==> config.mk <==
export PLATFORM = sky130hd
export DESIGN_NAME = mem_arbiter
export DESIGN_NICKNAME = d
export VERILOG_FILES = /design/src/rtl/mem_arbiter.sv
export SDC_FILE = /design/constraint.sdc
export NUM_CORES = 1
export LEC_CHECK = 0
export CORE_MARGIN = 5
export CORE_UTILIZATION = 40
export CTS_CLUSTER_SIZE = 12
export DETAILED_ROUTE_END_ITERATION = 16
export PLACE_DENSITY = 0.8
export SLEW_MARGIN = 10
export SYNTH_ARGS = -nofsm -noshare
export SYNTH_HDL_FRONTEND = slang
export SYNTH_SLANG_ARGS = --single-unit
==> constraint.sdc <==
create_clock -name CLK -period 2.55 [get_ports CLK]
set_input_delay 0.51 -clock CLK [delete_from_list [all_inputs] [get_ports CLK]]
set_output_delay 0.51 -clock CLK [all_outputs]
set_load 0.01 [all_outputs]
==> src/rtl/mem_arbiter.sv <==
// -----------------------------------------------------------------------------
// mem_arbiter
//   Two-port arbiter in front of a single shared word memory.
//   Port A is a read-only instruction-fetch port; port B issues loads and stores.
//   Each access is a three-phase sequence IDLE/RESP -> ACCESS -> RESP:
//   - the request is sampled at edge k;
//   - GNT is high during cycle k+1 while the memory is driven;
//   - VALID is high during cycle k+2.
//   Peak throughput is one access every two cycles.
//
//   Optional feature:
//     MEM_ARB_RR_EN  defined   -> round-robin tie break (the port not granted
//                                 last wins a tie)
//                    undefined -> fixed priority (port B wins every tie)
//
// Parameters
//   word_size    data and address width in bits
//   memory_size  number of valid words; addresses >= memory_size give ERR
//
// Ports
//   CLK, RST_N                    clock, asynchronous active-low reset
//   A_REQ, A_ADDR                 port A read request
//   A_GNT, A_VALID                port A accept / response pulses
//   B_REQ, B_WE, B_ADDR, B_WDATA  port B load/store request
//   B_GNT, B_VALID                port B accept / response pulses
//   RDATA, ERR                    response data and error, qualified by *_VALID
//   MEM_ON, MEM_W, MEM_ADDR,
//   MEM_DIN, MEM_DOUT             shared memory pins (read data is combinational)
// -----------------------------------------------------------------------------
module mem_arbiter #(
  parameter int word_size   = 16,
  parameter int memory_size = 16
) (
  input  logic                 CLK,
  input  logic                 RST_N,
  input  logic                 A_REQ,
  input  logic [word_size-1:0] A_ADDR,
  output logic                 A_GNT,
  output logic                 A_VALID,
  input  logic                 B_REQ,
  input  logic                 B_WE,
  input  logic [word_size-1:0] B_ADDR,
  input  logic [word_size-1:0] B_WDATA,
  output logic                 B_GNT,
  output logic                 B_VALID,
  output logic [word_size-1:0] RDATA,
  output logic                 ERR,
  output logic                 MEM_ON,
  output logic                 MEM_W,
  output logic [word_size-1:0] MEM_ADDR,
  output logic [word_size-1:0] MEM_DIN,
  input  logic [word_size-1:0] MEM_DOUT
);

  typedef enum logic [1:0] {
    IDLE,
    ACCESS,
    RESP
  } state_e;

  // One extra bit so that memory_size == 2**word_size is still representable.
  localparam logic [word_size:0] ADDR_LIMIT = (word_size + 1)'(memory_size);

  state_e               state_q, state_d;
  logic [word_size-1:0] addr_q, addr_d;
  logic [word_size-1:0] wdata_q, wdata_d;
  logic [word_size-1:0] rdata_q, rdata_d;
  logic                 we_q, we_d;
  logic                 win_b_q, win_b_d;
  logic                 err_q, err_d;

  logic arb_go;      // a request is being accepted at this edge
  logic pick_b;      // port B wins the current arbitration
  logic tie_pick_b;  // who wins when both ports request
  logic in_range;

  assign arb_go   = (state_q != ACCESS) && (A_REQ || B_REQ);
  assign pick_b   = B_REQ && (!A_REQ || tie_pick_b);
  assign in_range = {1'b0, addr_q} < ADDR_LIMIT;

`ifdef MEM_ARB_RR_EN
  logic last_b_q, last_b_d;

  assign tie_pick_b = ~last_b_q;
  assign last_b_d   = arb_go ? pick_b : last_b_q;

  // After reset the pointer says "B was last", so port A wins the first tie.
  always_ff @(posedge CLK or negedge RST_N) begin
    if (!RST_N) last_b_q <= 1'b1;
    else        last_b_q <= last_b_d;
  end
`else
  assign tie_pick_b = 1'b1;
`endif

  // Next-state logic. IDLE and RESP arbitrate identically, so they share the
  // default branch.
  always_comb begin
    // NOTE: every signal gets its hold value first, so no path leaves it
    // unassigned and no latch is inferred.
    state_d = state_q;
    addr_d  = addr_q;
    wdata_d = wdata_q;
    we_d    = we_q;
    win_b_d = win_b_q;
    rdata_d = rdata_q;
    err_d   = err_q;
    unique case (state_q)
      ACCESS: begin
        state_d = RESP;
        err_d   = ~in_range;
        if (!in_range)  rdata_d = '0;
        else if (!we_q) rdata_d = MEM_DOUT;  // stores leave RDATA unchanged
      end
      default: begin
        if (arb_go) begin
          state_d = ACCESS;
          win_b_d = pick_b;
          addr_d  = pick_b ? B_ADDR : A_ADDR;
          we_d    = pick_b && B_WE;
          wdata_d = pick_b ? B_WDATA : '0;
        end else begin
          state_d = IDLE;
        end
      end
    endcase
  end

  always_ff @(posedge CLK or negedge RST_N) begin
    if (!RST_N) begin
      state_q <= IDLE;
      addr_q  <= '0;
      wdata_q <= '0;
      rdata_q <= '0;
      we_q    <= 1'b0;
      win_b_q <= 1'b0;
      err_q   <= 1'b0;
    end else begin
      // NOTE: non-blocking assignments keep every flop sampling the
      // pre-edge values, independent of statement order.
      state_q <= state_d;
      addr_q  <= addr_d;
      wdata_q <= wdata_d;
      rdata_q <= rdata_d;
      we_q    <= we_d;
      win_b_q <= win_b_d;
      err_q   <= err_d;
    end
  end

  // Outputs decode from the registered state only.
  // MEM_ON is also gated by RST_N, so a reset during ACCESS cannot commit a
  // write even before the state flop is seen to clear.
  always_comb begin
    A_GNT    = 1'b0;
    B_GNT    = 1'b0;
    A_VALID  = 1'b0;
    B_VALID  = 1'b0;
    ERR      = 1'b0;
    MEM_ON   = 1'b0;
    MEM_W    = 1'b0;
    MEM_ADDR = '0;
    MEM_DIN  = '0;
    if (state_q == ACCESS) begin
      A_GNT    = ~win_b_q;
      B_GNT    = win_b_q;
      MEM_ON   = in_range && RST_N;
      MEM_W    = we_q;
      MEM_ADDR = addr_q;
      MEM_DIN  = wdata_q;
    end
    if (state_q == RESP) begin
      A_VALID = ~win_b_q;
      B_VALID = win_b_q;
      ERR     = err_q;
    end
  end

  assign RDATA = rdata_q;

endmodule

# == Yosys cells after proc, flatten, opt, wreduce, memory -nomap -nowiden ==
# Cells that the tools add are included.
# classes
n_lt_le_gt_ge,1
n_reduce_logical,6
n_bitwise,3
eq_ne,4
mux,15
# ops
cell,n
16-bit two-way mux,6
16-bit by 5-bit less-than comparator with 1-bit output (second input constant),1
1-bit two-way mux,8
2-bit AND reduction,2
1-bit logical AND,3
1-bit inverter,3
2-bit by 1-bit == test with 1-bit output (second input constant),1
2-bit == test (second input constant),1
2-bit two-way mux,1
2-bit by 1-bit != test with 1-bit output (second input constant),1
2-bit != test (second input constant),1
1-bit logical OR,1
# word_totals
input_bits,69
out_inout_bits,55
regBits,53

# == Depth between registers and ports, before layout ==
# depth
word_depth,4
depth_mapped,6

# == Worst setup path before layout ==
# No wires, ideal clock.
# synth_path
kind,register to output
from,register addr_q[12]
to,output port MEM_ON
path_slack_ns,0.660
required_ns,2.040
arrival_ns,1.380
path_stages_with_launch,4
path_cell_list,dfrtp_1 -> or4_4 -> nor3_1 -> and3_1
# synth_via
elab_chain_len,3
# synth_lines
element,line_no,source
"start, declared",65,"logic [word_size-1:0] addr_q, addr_d;"
"start signal, assigned",142,addr_q <= addr_d;
16-bit by 5-bit less-than comparator with 1-bit output,79,"assign in_range = {1'b0, addr_q} < ADDR_LIMIT;"
1-bit logical AND,167,MEM_ON = in_range && RST_N;
1-bit two-way mux,164,if (state_q == ACCESS) begin
"end, declared",48,"output logic MEM_ON,"
# No other way between the ends.

# == Worst setup path after layout ==
# layout_path
from,register addr_q[8]
to,output port MEM_ON
# Same word-level chain as after synthesis.

==> out/results.tsv <==
metric	value	unit
worst vdd ir	0.000542	V
Routed Antenna Nets	0	
Finished Cell Area	0.00392	mm²
final wirelength	6360	µm
xor/xnor cell area share of the yosys netlist	0	%
largest family of logic cells by synthesized area	multiplexers	
mux contribution to synthesized area	14.8	%
initial antenna violation count	0	
switching portion of total power	30.9	%
Die H	88	µm
H-Tree Depth	2	
Pwr Total	3.47	mW
Max Cap Viol	0	
endpoints failing hold	0	
sequential share of power	34.5	%
DIE AREA	0.00774	mm²
Critical Path AT	1940	ps
clock root cell	clkbuf_8	
synthesized flop and latch total	53	
YS warnings	0	
vias in the first global route	2003	
Cells after DPL	381	
Clock Skew	9.39	ps
gpl congestion	0.753	
pwr/cell area	885	mW/mm²
# diodes	0	
vias after detailed routing	1942	
Req. time, crit path	2040	ps
CP startpoint	addr_q[8]	
WS Path Type	flip-flop to primary output	
core area	0.00592	mm²
r2r startpoint	addr_q[12]	
hold slack	386	ps
Clock transition at path regs	90	ps
total global routing overflow	0	
LEAKAGE	1.70	nW
DRT Pass-1 Iters	4	
GRT Resource Usage Total	16.5	%
row count	28	
post-synthesis sequential area ratio	54.5	%
leading register cell type out of synthesis	dfrtp_1	
critical-path maximum fanout	3	
CP endpoint	MEM_ON	
Worst-Margin Slew	677	ps
Area Overhead vs Synth	61.1	%
count leader, synth	dfrtp_1	
Reg-to-Reg End	RDATA[4]	
period utilisation layout	96.0	%
Post-synth EDFFs	0	
largest cells by area after synthesis	dfrtp_1 (54%), mux2_2 (15%), a22o_1 (9.7%), and2_1 (8.5%), a22o_2 (2.5%)	
DR iter-0 viols	45	
setup violators final	0	
Mapped Area	0.00243	mm²
final std cells w/o fill	389	
Post-CTS Hold Fix Bufs	0	
final slew viol count	0	
post-synthesis async set-or-reset flop share	100	%
R2R cell count	5	
Psw	1.07	mW
Clk pwr share	18.7	%
met1 usage	21.5	%
Post-Place Worst Slack	122	ps
CTS tree	built	
Critical Path Source Type	flip-flop	
RSZ-0062 raised after global routing	no	
largest net degree at the start of global routing	54	
clk buf depth	2	
WL/cell	16.4	µm
worst skew pair latency	300	ps
first-pass GRT wire length	9990	µm
min-delay worst type	primary input to asynchronous set/reset pin	
# IOs	124	
Layout Nets	382	
setup ws final	103	ps
area of placed instances	0.00377	mm²
Comb power frac	46.7	%
cell internal pwr	2.40	mW
r2r setup slk	630	ps
met2 global-route usage	27.5	%
die width	88	µm
vias per cell	4.99	
Synth Instances	187	
Synth Area in Compound Gates	14.0	%
max_slew headroom	54.9	%
leading area contributor after synthesis	dfrtp_1	
hpwl dp	4900	µm
DR DRC count	0	
port bufs	123	
GRT Max-Usage Layer	met2	
Synth top area share	54.5	%
Post-synth top cells	dfrtp_1 (53), and2_1 (33), mux2_2 (32)	
distinct cell type count after synthesis	25	
Starting Density	41.1	%
clock sink count	53	
crit end category	primary output	
outcome	finished clean	
Syn Area/Cell	13.0	µm²
Adder-Cell Fraction of Synth Area	0	%
met3 Use GR	4.05	%
f_max	0.409	GHz
simple-gate share of the synthesized area	13.8	%
Mapped Nets	256	
fraction of layout cells with a size suffix above 1	21.3	%
cts bufs inserted	5	
final worst path period need	2450	ps
==> registers in the layout, indices dropped and copies added (netlist names) <==
register / flops
state_q: 2
err_q: 1
RDATA: 16
we_q: 1
win_b_q: 1
addr_q: 16
wdata_q: 16
==> repair_timing <==
action                                  4_1_cts  5_1_grt
resized for setup                             2        6
setup buffers                                 0        0
endpoints found under the setup margin        2       33
==> worst min path at each step <==
stage,from,to,slack [ps]
6_report,RST_N,RDATA[5],390
5_1_grt,RST_N,wdata_q[3],450
4_1_cts,RST_N,wdata_q[7],400
3_5_place_dp,wdata_q[11],wdata_q[11],480
3_3_place_gp,wdata_q[7],wdata_q[7],480
2_1_floorplan,RST_N,RDATA[0],210
==> cells by family after synthesis <==
family | count (synthesis)
compound gates | 37
mux | 32
simple gates | 49
buf+inv | 16
flops | 53
==> through the flow <==
step	util (%)	TNS [ps]
2_1_floorplan	-	0
3_3_place_gp	63.6	0
3_5_place_dp	63.6	0
4_1_cts	65.9	-2.84
5_1_grt	66.2	0
6_report	66.2	0
==> layout make-up <==
| class | count | area, µm² |
|---|---|---|
| clock buffer | 5 | 68.8 |
| timing repair buffer | 132 | 1310 |
| tap | 75 | 93.8 |
| sequential | 53 | 1330 |
| fill | 446 | 2000 |
| inverter | 3 | 11.3 |
| multi-input combinational | 118 | 1050 |
| clock inverter | 3 | 65.1 |
==> power by group through the flow <==
| stage | clock, mW | combinational [mW] | sequential (mW) |
|---|---|---|---|
| 2_1_floorplan | 0 | 0.860 | 1.17 |
| 3_5_place_dp | 0 | 1.62 | 1.21 |
| 5_1_grt | 0.702 | 1.75 | 1.23 |
| 3_3_place_gp | 0 | 1.60 | 1.20 |
| 4_1_cts | 0.676 | 1.63 | 1.20 |
| 6_report | 0.650 | 1.62 | 1.20 |
==> routing by layer <==
metal / vias to the layer above / part of all wire, % / routed length [µm]
li1: 922 / - / -
met1: 935 / 42 / 2670
met2: 74 / 48 / 3080
met3: 11 / 7.4 / 472
met4: 0 / 2.2 / 141
met5: - / 0 / 0
==> layout by cell type (no fill, tap or decap), drive strengths merged <==
cell type / count
nor3b: 1
dlymetal6s2s: 1
a22o: 33
nand2b: 1
clkbuf: 5
dfrtp: 53
nor3: 1
o41ai: 1
or3b: 1
and2: 34
and3: 1
bufinv: 2
o21ai: 1
or4: 3
mux2: 32
nor2: 3
dlygate4sd2: 1
clkinv: 1
inv: 3
nand2: 1
buf: 10
nor4: 1
a21oi: 1
clkdlybuf4s50: 120
and3b: 2
a21o: 1
==> worst max-delay path, stage by stage (launching register included) <==
cell and delay (ps):
dfrtp_1 390, or4_4 590, nor3_2 200, and3_1 190
dlygate4sd2_1 270
Note: power is estimated with default switching activity, not from simulation.
